**src/rtl/invaders_pkg.sv**
```systemverilog
// Shared constants for the invader formation: screen limits, sprite box, row colours,
// index widths, FSM/direction encodings and the per-row scoring rule.
package invaders_pkg;
    localparam int unsigned SCREEN_X_MAX = 799;
    localparam int unsigned ENEMY_W      = 32;
    localparam int unsigned ENEMY_H      = 24;
    localparam int unsigned IDX_W        = 8;
    localparam int unsigned COL_W        = 4;
    localparam int unsigned ROW_W        = 2;

    localparam logic [23:0] RGB_ROW0 = 24'hFF00FF;
    localparam logic [23:0] RGB_ROW1 = 24'h00FFFF;
    localparam logic [23:0] RGB_ROWN = 24'h00FF00;

    typedef enum logic [1:0] {ST_MARCH, ST_DROP, ST_CLEARED, ST_INVADED} fm_state_t;
    typedef enum logic {DIR_RIGHT, DIR_LEFT} fm_dir_t;

    // Row r pays pts0 - 10*r, never less than 10.
    function automatic logic [31:0] row_points(input logic [31:0] pts0, input logic [31:0] row);
        logic [31:0] cut;
        cut = row * 32'd10;
        return (cut + 32'd10 >= pts0) ? 32'd10 : pts0 - cut;
    endfunction
endpackage

```
**src/rtl/enemy_formation_if.sv**
```systemverilog
// Player-shot / kill-report bus between the game engine and the formation
// (plus the enemy fire request handshake when ENEMY_FIRE_EN is defined).
interface enemy_formation_if;
    logic        shot_active;
    logic [10:0] shot_x;
    logic [10:0] shot_y;
    logic        hit;
    logic [7:0]  hit_id;
`ifdef ENEMY_FIRE_EN
    logic        fire_req;
    logic [10:0] fire_x;
    logic [10:0] fire_y;
    logic        fire_ack;
`endif

    modport master (
        output shot_active, shot_x, shot_y,
        input  hit, hit_id
`ifdef ENEMY_FIRE_EN
        , input fire_req, fire_x, fire_y, output fire_ack
`endif
    );

    modport slave (
        input  shot_active, shot_x, shot_y,
        output hit, hit_id
`ifdef ENEMY_FIRE_EN
        , output fire_req, fire_x, fire_y, input fire_ack
`endif
    );
endinterface

```
**src/rtl/enemy_hit_detect.sv**
```systemverilog
// Combinational box test of one point against every alive enemy; lowest index wins.
module enemy_hit_detect
    import invaders_pkg::*;
#(
    parameter int unsigned N_COLS = 8,
    parameter int unsigned N_ROWS = 3,
    parameter int unsigned DX     = 80,
    parameter int unsigned DY     = 50,
    parameter int unsigned SPR_W  = ENEMY_W,
    parameter int unsigned SPR_H  = ENEMY_H
) (
    input  logic [N_ROWS*N_COLS-1:0] alive,
    input  logic [10:0]              base_x,
    input  logic [10:0]              base_y,
    input  logic                     active,
    input  logic [10:0]              pt_x,
    input  logic [10:0]              pt_y,
    output logic                     hit,
    output logic [IDX_W-1:0]         hit_id,
    output logic [ROW_W-1:0]         hit_row
);
    logic [11:0] ex, ey;

    always_comb begin
        hit     = 1'b0;
        hit_id  = '0;
        hit_row = '0;
        ex      = '0;
        ey      = '0;
        for (int unsigned r = 0; r < N_ROWS; r++) begin
            for (int unsigned c = 0; c < N_COLS; c++) begin
                ex = 12'(base_x) + 12'(c * DX);
                ey = 12'(base_y) + 12'(r * DY);
                if (active && !hit && alive[r*N_COLS + c] &&
                    12'(pt_x) >= ex && 12'(pt_x) < ex + 12'(SPR_W) &&
                    12'(pt_y) >= ey && 12'(pt_y) < ey + 12'(SPR_H)) begin
                    hit     = 1'b1;
                    hit_id  = IDX_W'(r * N_COLS + c);
                    hit_row = ROW_W'(r);
                end
            end
        end
    end
endmodule

```
**src/rtl/enemy_formation.sv**
```systemverilog
// Invader grid: alive mask, marching motion, shot collision, score and pixel render.
// Optional enemy fire (LFSR column pick + req/ack) is built when ENEMY_FIRE_EN is defined.
module enemy_formation
    import invaders_pkg::*;
#(
    parameter int unsigned N_COLS   = 8,
    parameter int unsigned N_ROWS   = 3,
    parameter int unsigned X0       = 180,
    parameter int unsigned Y0       = 40,
    parameter int unsigned DX       = 80,
    parameter int unsigned DY       = 50,
    parameter int unsigned SPR_W    = ENEMY_W,
    parameter int unsigned SPR_H    = ENEMY_H,
    parameter int unsigned X_MAX    = SCREEN_X_MAX,
    parameter int unsigned STEP_PX  = 4,
    parameter int unsigned DROP_PX  = 16,
    parameter int unsigned TICK_DIV = 1000000,
    parameter int unsigned INVADE_Y = 400,
    parameter int unsigned PTS_ROW0 = 30
) (
    input  logic                     clk,
    input  logic                     reset,
    input  logic                     restart,
    input  logic [9:0]               h_counter,
    input  logic [9:0]               v_counter,
    enemy_formation_if.slave         shot_if,
    output logic [N_ROWS*N_COLS-1:0] alive,
    output logic [31:0]              score,
    output logic                     wave_clear,
    output logic                     invaded,
    output logic [7:0]               R,
    output logic [7:0]               G,
    output logic [7:0]               B
);
    localparam int unsigned CNT_W = (TICK_DIV > 1) ? $clog2(TICK_DIV) : 1;

    fm_state_t          state, state_nxt;
    fm_dir_t            dir;
    logic [10:0]        base_x, base_y;
    logic [CNT_W-1:0]   tick_cnt;
    logic               tick;
    logic [N_COLS-1:0]  col_any;
    logic [N_ROWS-1:0]  row_any;
    logic [COL_W-1:0]   minc, maxc;
    logic [ROW_W-1:0]   maxr;
    logic [11:0]        right_reach, left_pos, bottom;
    logic               edge_hit, reached, moving;
    logic               hit_now;
    logic [IDX_W-1:0]   hit_id_now;
    logic [ROW_W-1:0]   hit_row_now;
    logic               pix_on;
    logic [ROW_W-1:0]   pix_row;
    logic [11:0]        px_ex, px_ey;

    assign tick = (tick_cnt == CNT_W'(TICK_DIV - 1));

    always_ff @(posedge clk or negedge reset) begin
        if (!reset) tick_cnt <= '0;
        else if (tick) tick_cnt <= '0;
        else tick_cnt <= tick_cnt + 1'b1;
    end

    // Occupied columns/rows of the current mask set the reach of the formation.
    always_comb begin
        col_any = '0;
        row_any = '0;
        for (int unsigned r = 0; r < N_ROWS; r++)
            for (int unsigned c = 0; c < N_COLS; c++)
                if (alive[r*N_COLS + c]) begin
                    col_any[c] = 1'b1;
                    row_any[r] = 1'b1;
                end
        minc = '0;
        maxc = '0;
        maxr = '0;
        for (int unsigned c = 0; c < N_COLS; c++) begin
            if (col_any[c]) maxc = COL_W'(c);
            if (col_any[N_COLS-1-c]) minc = COL_W'(N_COLS - 1 - c);
        end
        for (int unsigned r = 0; r < N_ROWS; r++)
            if (row_any[r]) maxr = ROW_W'(r);
    end

    assign right_reach = 12'(base_x) + 12'(maxc) * 12'(DX) + 12'(SPR_W - 1 + STEP_PX);
    assign left_pos    = 12'(base_x) + 12'(minc) * 12'(DX);
    assign bottom      = 12'(base_y) + 12'(maxr) * 12'(DY) + 12'(SPR_H - 1);
    assign edge_hit    = (dir == DIR_RIGHT) ? (right_reach > 12'(X_MAX)) : (left_pos < 12'(STEP_PX));
    assign reached     = (|alive) && (bottom >= 12'(INVADE_Y));
    assign moving      = tick && (|alive) && !reached;

    always_ff @(posedge clk or negedge reset) begin
        if (!reset) state <= ST_MARCH;
        else state <= state_nxt;
    end

    always_comb begin
        state_nxt = state;
        if (restart) begin
            state_nxt = ST_MARCH;
        end else if (state == ST_MARCH || state == ST_DROP) begin
            if (~|alive) state_nxt = ST_CLEARED;
            else if (reached) state_nxt = ST_INVADED;
            else if (tick && state == ST_DROP) state_nxt = ST_MARCH;
            else if (tick && edge_hit) state_nxt = ST_DROP;
        end
    end

    always_ff @(posedge clk or negedge reset) begin
        if (!reset) begin
            base_x <= 11'(X0);
            base_y <= 11'(Y0);
            dir    <= DIR_RIGHT;
        end else if (restart) begin
            base_x <= 11'(X0);
            base_y <= 11'(Y0);
            dir    <= DIR_RIGHT;
        end else if (moving && state == ST_DROP) begin
            base_y <= base_y + 11'(DROP_PX);
            dir    <= (dir == DIR_RIGHT) ? DIR_LEFT : DIR_RIGHT;
        end else if (moving && state == ST_MARCH && !edge_hit) begin
            if (dir == DIR_RIGHT) base_x <= base_x + 11'(STEP_PX);
            else base_x <= base_x - 11'(STEP_PX);
        end
    end

    enemy_hit_detect #(
        .N_COLS(N_COLS), .N_ROWS(N_ROWS), .DX(DX), .DY(DY), .SPR_W(SPR_W), .SPR_H(SPR_H)
    ) u_hit (
        .alive  (alive),
        .base_x (base_x),
        .base_y (base_y),
        .active (shot_if.shot_active),
        .pt_x   (shot_if.shot_x),
        .pt_y   (shot_if.shot_y),
        .hit    (hit_now),
        .hit_id (hit_id_now),
        .hit_row(hit_row_now)
    );

    always_ff @(posedge clk or negedge reset) begin
        if (!reset) begin
            alive          <= '1;
            score          <= '0;
            shot_if.hit    <= 1'b0;
            shot_if.hit_id <= '0;
        end else begin
            shot_if.hit <= 1'b0;
            if (restart) begin
                alive <= '1;
            end else if (hit_now) begin
                alive          <= alive & ~((N_ROWS*N_COLS)'(1) << hit_id_now);
                score          <= score + row_points(32'(PTS_ROW0), 32'(hit_row_now));
                shot_if.hit    <= 1'b1;
                shot_if.hit_id <= hit_id_now;
            end
        end
    end

    assign wave_clear = ~|alive;
    assign invaded    = (state == ST_INVADED);

    always_comb begin
        pix_on  = 1'b0;
        pix_row = '0;
        px_ex   = '0;
        px_ey   = '0;
        for (int unsigned r = 0; r < N_ROWS; r++) begin
            for (int unsigned c = 0; c < N_COLS; c++) begin
                px_ex = 12'(base_x) + 12'(c * DX);
                px_ey = 12'(base_y) + 12'(r * DY);
                if (!pix_on && alive[r*N_COLS + c] &&
                    12'(h_counter) >= px_ex && 12'(h_counter) < px_ex + 12'(SPR_W) &&
                    12'(v_counter) >= px_ey && 12'(v_counter) < px_ey + 12'(SPR_H)) begin
                    pix_on  = 1'b1;
                    pix_row = ROW_W'(r);
                end
            end
        end
    end

    always_ff @(posedge clk or negedge reset) begin
        if (!reset) {R, G, B} <= '0;
        else if (!pix_on) {R, G, B} <= '0;
        else if (pix_row == ROW_W'(0)) {R, G, B} <= RGB_ROW0;
        else if (pix_row == ROW_W'(1)) {R, G, B} <= RGB_ROW1;
        else {R, G, B} <= RGB_ROWN;
    end

`ifdef ENEMY_FIRE_EN
    logic [15:0]      lfsr;
    logic [COL_W-1:0] fire_col;
    logic [ROW_W-1:0] fire_row;
    logic             fire_any;

    // Lowest alive enemy in the LFSR-chosen column is the shooter.
    always_comb begin
        fire_col = COL_W'(32'(lfsr[3:0]) % N_COLS);
        fire_row = '0;
        fire_any = 1'b0;
        for (int unsigned r = 0; r < N_ROWS; r++)
            if (alive[r*N_COLS + 32'(fire_col)]) begin
                fire_row = ROW_W'(r);
                fire_any = 1'b1;
            end
    end

    always_ff @(posedge clk or negedge reset) begin
        if (!reset) begin
            lfsr             <= 16'hACE1;
            shot_if.fire_req <= 1'b0;
            shot_if.fire_x   <= '0;
            shot_if.fire_y   <= '0;
        end else begin
            if (tick) lfsr <= {lfsr[0] ^ lfsr[2] ^ lfsr[3] ^ lfsr[5], lfsr[15:1]};
            if (shot_if.fire_ack) shot_if.fire_req <= 1'b0;
            if (tick && !restart && !shot_if.fire_req && fire_any &&
                (state == ST_MARCH || state == ST_DROP)) begin
                shot_if.fire_req <= 1'b1;
                shot_if.fire_x   <= 11'(12'(base_x) + 12'(fire_col) * 12'(DX) + 12'(SPR_W / 2));
                shot_if.fire_y   <= 11'(12'(base_y) + 12'(fire_row) * 12'(DY) + 12'(SPR_H - 1));
            end
        end
    end
`endif
endmodule
```
**src/flat_wrapper.sv**
```systemverilog
// flat-port wrapper written by rule: the top's interface ports become plain ports
module enemy_formation_flat import invaders_pkg::*;
#(
    parameter int unsigned N_COLS   = 8,
    parameter int unsigned N_ROWS   = 3,
    parameter int unsigned X0       = 180,
    parameter int unsigned Y0       = 40,
    parameter int unsigned DX       = 80,
    parameter int unsigned DY       = 50,
    parameter int unsigned SPR_W    = ENEMY_W,
    parameter int unsigned SPR_H    = ENEMY_H,
    parameter int unsigned X_MAX    = SCREEN_X_MAX,
    parameter int unsigned STEP_PX  = 4,
    parameter int unsigned DROP_PX  = 16,
    parameter int unsigned TICK_DIV = 1000000,
    parameter int unsigned INVADE_Y = 400,
    parameter int unsigned PTS_ROW0 = 30
)
  (clk, reset, restart, h_counter, v_counter, alive, score, wave_clear, invaded, R, G, B, shot_if_shot_active, shot_if_shot_x, shot_if_shot_y, shot_if_hit, shot_if_hit_id);
  enemy_formation_if shot_if_i ();
  input  logic clk;
  input  logic reset;
  input  logic restart;
  input  logic [9:0] h_counter;
  input  logic [9:0] v_counter;
  output logic [N_ROWS*N_COLS-1:0] alive;
  output logic [31:0] score;
  output logic wave_clear;
  output logic invaded;
  output logic [7:0] R;
  output logic [7:0] G;
  output logic [7:0] B;
  input wire logic [$bits(shot_if_i.shot_active)-1:0] shot_if_shot_active;
  input wire logic [$bits(shot_if_i.shot_x)-1:0] shot_if_shot_x;
  input wire logic [$bits(shot_if_i.shot_y)-1:0] shot_if_shot_y;
  output wire logic [$bits(shot_if_i.hit)-1:0] shot_if_hit;
  output wire logic [$bits(shot_if_i.hit_id)-1:0] shot_if_hit_id;
  assign shot_if_i.shot_active = shot_if_shot_active;
  assign shot_if_i.shot_x = shot_if_shot_x;
  assign shot_if_i.shot_y = shot_if_shot_y;
  assign shot_if_hit = shot_if_i.hit;
  assign shot_if_hit_id = shot_if_i.hit_id;
  enemy_formation #(.N_COLS(N_COLS), .N_ROWS(N_ROWS), .X0(X0), .Y0(Y0), .DX(DX), .DY(DY), .SPR_W(SPR_W), .SPR_H(SPR_H), .X_MAX(X_MAX), .STEP_PX(STEP_PX), .DROP_PX(DROP_PX), .TICK_DIV(TICK_DIV), .INVADE_Y(INVADE_Y), .PTS_ROW0(PTS_ROW0)) u_core (.clk(clk), .reset(reset), .restart(restart), .h_counter(h_counter), .v_counter(v_counter), .shot_if(shot_if_i), .alive(alive), .score(score), .wave_clear(wave_clear), .invaded(invaded), .R(R), .G(G), .B(B));
endmodule
```
**config.mk**
```make
export PLATFORM = sky130hd
export DESIGN_NAME = enemy_formation_flat
export DESIGN_NICKNAME = d
export VERILOG_FILES = /design/src/rtl/invaders_pkg.sv /design/src/rtl/enemy_formation_if.sv /design/src/rtl/enemy_hit_detect.sv /design/src/rtl/enemy_formation.sv /design/src/flat_wrapper.sv
export SDC_FILE = /design/constraint.sdc
export NUM_CORES = 1
export LEC_CHECK = 0
export ABC_CLOCK_PERIOD_IN_PS = 7500
export BUFFER_PORTS_ARGS = -buffer_cell sky130_fd_sc_hd__buf_2
export CAP_MARGIN = 10
export CORE_MARGIN = 2
export CORE_UTILIZATION = 60
export CTS_CLUSTER_SIZE = 10
export DETAILED_ROUTE_END_ITERATION = 7
export GPL_ROUTABILITY_DRIVEN = 0
export HOLD_SLACK_MARGIN = 0.15
export PLACE_DENSITY = 0.92
export SETUP_SLACK_MARGIN = 0.3
export SYNTH_ARGS = -nofsm -noshare
export SYNTH_HDL_FRONTEND = slang
export SYNTH_SLANG_ARGS = --single-unit
```
**constraint.sdc**
```tcl
create_clock -name clk -period 7.5 [get_ports clk]
set_input_delay 1.5 -clock clk [delete_from_list [all_inputs] [get_ports clk]]
set_output_delay 1.5 -clock clk [all_outputs]
set_load 0.02 [all_outputs]
```
==> impl.org <==
** GRT
- Wire length of the first global-routing pass :: 70.0 mm
- Summed over all layers, the global routing overflow is 0.
- Entering global routing, the biggest net connects 63 pins.
- Number of global-route vias before repair :: 13.9k
- GRT Total Usage :: 0.332
- Number of antenna violations at the first check in global routing :: 0

** STA
- Fmax :: 146 MHz
- Clock skew on the completed layout was measured at between 0.01 and 0.015 ns.
- Minimum hold slack :: between 0.4 and 0.5 ns
- Shortest period the worst path allows :: 6.86 ns
- The number of hold-slack violations in the final timing report came to 0.
- Max Slew Vio Count :: 0
- At the pin with the least slew margin, the transition time is 1.01 ns.
- Setup violations remaining at the end of the flow were counted as 0.
- Adding up every negative setup slack in the final design gives 0 ns.
- Measured against its own limit, the worst slew margin works out to 0.326.
- Dividing the final minimum period by the clock period gives 0.914.
- Setup repair after global routing left no endpoint under its margin.

** Setup path
- Critical R2R Launch :: u_core.base_x[6]$_DFFE_PN0P_
- Data arrival at the endpoint of the critical path :: 7.08 ns
- The worst setup path is launched from a register.
- Worst Setup End Kind :: register
- Data on the critical path is required at its endpoint by roughly 7.7 ns.
- FF-to-FF path depth :: 24
- Across all register-to-register paths, the minimum setup slack is 0.64 ns.
- Of all nets on the critical path, the largest fanout is 14.
- The worst register-to-register path ends at u_core.score[22]$_DFFE_PN0P_.
- Category of the critical setup timing path :: reg -> reg

** CTS
- Buffers inserted by post-CTS timing repair :: 0
- Clock tree synthesis found a total of 104 sinks.
- Clk_lat worst skew :: roughly 0.36 ns
- Hold repair after CTS inserted 0 buffers.
- CTS tree :: yes
- The root buffer cell chosen for the clock tree is clkbuf_16.
- CTS Buf Count :: 9
- After clock tree synthesis, the clock-pin slew on the worst setup and hold paths is 0.07 ns.
- CTS max path bufs :: 2
- CTS built an H-tree with a depth of 3.

** Cells and area
- Registers take 2640 um2.
- For this run, the number of standard cells in the final layout without fillers is around 2.1k.
- Final cell area excluding filler cells :: 15,600 um2
- The final layout contains between 2k and 2.5k nets.
- The number of antenna diodes in the final layout is 0.
- Area of the multi-input gates :: 11,200 um2
- Layout-stage area growth over the synthesis result :: 7.32%
- After filler insertion, the fill cell instance count of the layout stands at 1,807.
- In the final layout, the share of cells above drive strength 1 is 0.134.

** Synth
- Mean cell area of the mapped netlist :: 8.66 um2
- Ranked by total cell area, the synthesized netlist is headed by ha_1 (27%), dfrtp_1 (13%), xnor2_1 (6.6%).
- Of the synthesized area, sequential elements account for 0.182.
- For this run, asynchronously set or reset flops after synthesis account for 1.00.
- For this run, the leading register cell type out of synthesis is dfrtp_1.
- Cell taking the most area after synthesis :: ha_1
- Synthesis produced a netlist whose cell count is 1,678.
- The Yosys step of the flow raised 0 warnings.
- Total of flip-flops plus latches after synthesis :: around 100
- In this run the cell area of the synthesized design comes to 14,500 um2.
- Of the post-synthesis cell area, the dominant cell type holds 0.269.
- Counting distinct cell types in the post-synthesis netlist gives 103.
- In this run, synthesis inferred 0 flip-flops with an integrated enable.

** Job
- Max-Cap Viols :: 0

** Placed design
- Port buffering added 126 buffers.
- In this run, placement finished with an instance count of approximately 2.1k.
- The placed instances occupy a cell area of 15,300 um2.
- After legalization and detailed placement, the total HPWL measured between 30 and 40 mm.

** Detailed routing
- Number of DRC violations after detailed routing :: 0
- Routed wire per std cell :: 20.7 um
- Number of nets with antenna violations after routing :: 0
- The detailed router finished its first iteration with about 1.6k violations.
- Via/cell ratio :: 6.77
- Routed wire length :: 43.4 mm
- Routed vias :: 14.2k
- The pre-antenna-repair detailed-routing pass consisted of 7 iterations.

** Floorplan
- Die outline area :: 25,500 um2
- Number of placement rows :: 56
- Placeable Area :: 23,600 um2
- For this configuration, the core starts out at a cell density of 0.616.
- Die Width :: 160 um
- Measured along the y axis, the die boundary spans 160 um.
- Number of top-level pins :: between 100 and 150

** Pwr
- Leakage power summed over all cells :: 7.22 nW
- Total power divided by cell area :: 110 nW/um2
- VDD sags by at most ~0.00012 V.
- Total power :: ~1.7 mW

** Hold path
- The path class of the tightest hold or removal check is reg -> reg.
- The startpoint identified for the worst hold timing path is u_core.tick_cnt[4]$_DFF_PN0_.
- Counting instances, the worst hold path has a depth of 1.
- The path with the worst hold slack has its endpoint at u_core.tick_cnt[4]$_DFF_PN0_.

** Status
- The flow ran to the end, and the final reports show no timing, DRC or antenna violations.
[critical path, cell delays in order, from the launching register on]
cell and delay (ns):
dfrtp_1 0.55, buf_4 0.33, ha_1 0.46, a21oi_1 0.17, xnor2_1 0.45, nor2_1 0.12, xnor2_1 0.24, ha_1 0.24
a211o_1 0.12, a21oi_1 0.08, o21ai_0 0.24, a21oi_1 0.19, o21ai_2 0.33, o21ai_1 0.21, o41ai_4 0.61, nand4_1 0.35
and2_1 0.35, ha_1 0.32, a21o_1 0.16, a21oi_1 0.25, nor2b_1 0.08, o21ai_0 0.29, or2_1 0.32, nor2_1 0.11
xor2_1 0.15
[cells in the final DEF (no fill, tap or decap), types with 23 or more instances in the layout]
master / netlist / final
dfstp_2: 30 / 29
o21a_1: 46 / 46
and3_1: 23 / 23
xor2_1: 39 / 39
buf_2: 9 / 125
nor3_1: 44 / 44
ha_1: 313 / 312
nand2b_1: 26 / 26
inv_1: 82 / 82
nand3_1: 56 / 56
a21o_1: 32 / 32
xnor2_1: 109 / 109
nor2_1: 109 / 108
o21ai_0: 88 / 87
a21oi_1: 95 / 95
nand2_1: 105 / 105
dfrtp_1: 74 / 74
[kinds of logic (layout without fill, tap and decap cells)]
family	Yosys count	in the layout	share of synthesized area
AO/OA/AOI/OAI	458	458	0.221
XOR/XNOR	150	150	0.0914
multiplexers	9	9	0.00628
adder cells (fa/ha/maj)	318	318	0.275
buffers and inverters	144	238	0.0480
AND/OR/NAND/NOR	494	494	0.176
flip-flops	104	104	0.182
other	1	4	0.000258
[metrics by stage]
| stage | utilization | setup WS, ns |
|---|---|---|
| final | 0.661 | 0.644 |
| after global routing | 0.661 | 0.423 |
| after CTS | 0.660 | 0.693 |
| after detailed placement | 0.647 | 0.847 |
| after global placement | 0.647 | 1.09 |
| after floorplan | - | 1.92 |
[sequential cells by signal, indices dropped and copies added (netlist names)]
register	flops
u_core.G	1
u_core.R	1
u_core.B	1
u_core.state	2
u_core.shot_if.hit_id	5
u_core.base_x	9
u_core.base_y	8
u_core.tick_cnt	20
u_core.alive	24
u_core.score	31
u_core.dir	1
u_core.shot_if.hit	1
[per-layer routing]
layer  vias to the layer above  GRT usage  share of wire
met3                       234     0.0696          0.099
met5                         -          0              0
met2                       827      0.542           0.45
li1                       6399          -              -
met4                         0      0.171          0.057
met1                      6708      0.414           0.40
[synthesized netlist by cell type (all sizes together) (15+ instances only)]
cell type and count:
ha 313, nand2b 26, nor2 111, o211ai 19, o21ai 95, xor2 39, a31oi 15, o21a 46
inv 87, dfrtp 74, a211oi 21, xnor2 111, dfstp 30, a21o 32, a21oi 98, nor4 20
nand3 58, nand4 20, buf 46, and3 23, nand2 105, nor3 50
[repair_timing]
| action | in CTS | in global routing |
|---|---|---|
| resized for setup | 0 | 5 |
| endpoints found under the setup margin | 0 | 12 |
| endpoints found under the hold margin | 0 | 0 |
[power by group]
group / leakage (nW) / internal (mW) / total [mW] / switching (mW)
Combinational: 5.76 / 0.202 / 0.571 / 0.369
Clock: 0.142 / 0.265 / 0.489 / 0.225
Sequential: 1.31 / 0.598 / 0.651 / 0.0527
[worst max-delay path by stage]
stage	start	slack [ns]	cells after the start	endpoint
2_1_floorplan	u_core.base_x[5]$_DFFE_PN1P_	1.92	22	u_core.score[11]$_DFFE_PN0P_
3_3_place_gp	u_core.base_x[5]$_DFFE_PN1P_	1.09	23	u_core.score[14]$_DFFE_PN0P_
3_5_place_dp	u_core.base_x[5]$_DFFE_PN1P_	0.85	23	u_core.score[14]$_DFFE_PN0P_
4_1_cts	u_core.base_x[5]$_DFFE_PN1P_	0.69	23	u_core.score[22]$_DFFE_PN0P_
5_1_grt	u_core.base_x[6]$_DFFE_PN0P_	0.42	26	u_core.score[28]$_DFFE_PN0P_
6_report	u_core.base_x[6]$_DFFE_PN0P_	0.64	24	u_core.score[22]$_DFFE_PN0P_
[layout make-up]
type	instances	share of cell area
clock buffer	10	0.0147
clock inverter	6	0.00505
inverter	87	0.0209
multi-input combinational	1433	0.719
sequential	104	0.169
tap	319	0.0256
timing repair buffer	135	0.0449
(Power assumes the default switching activity.)
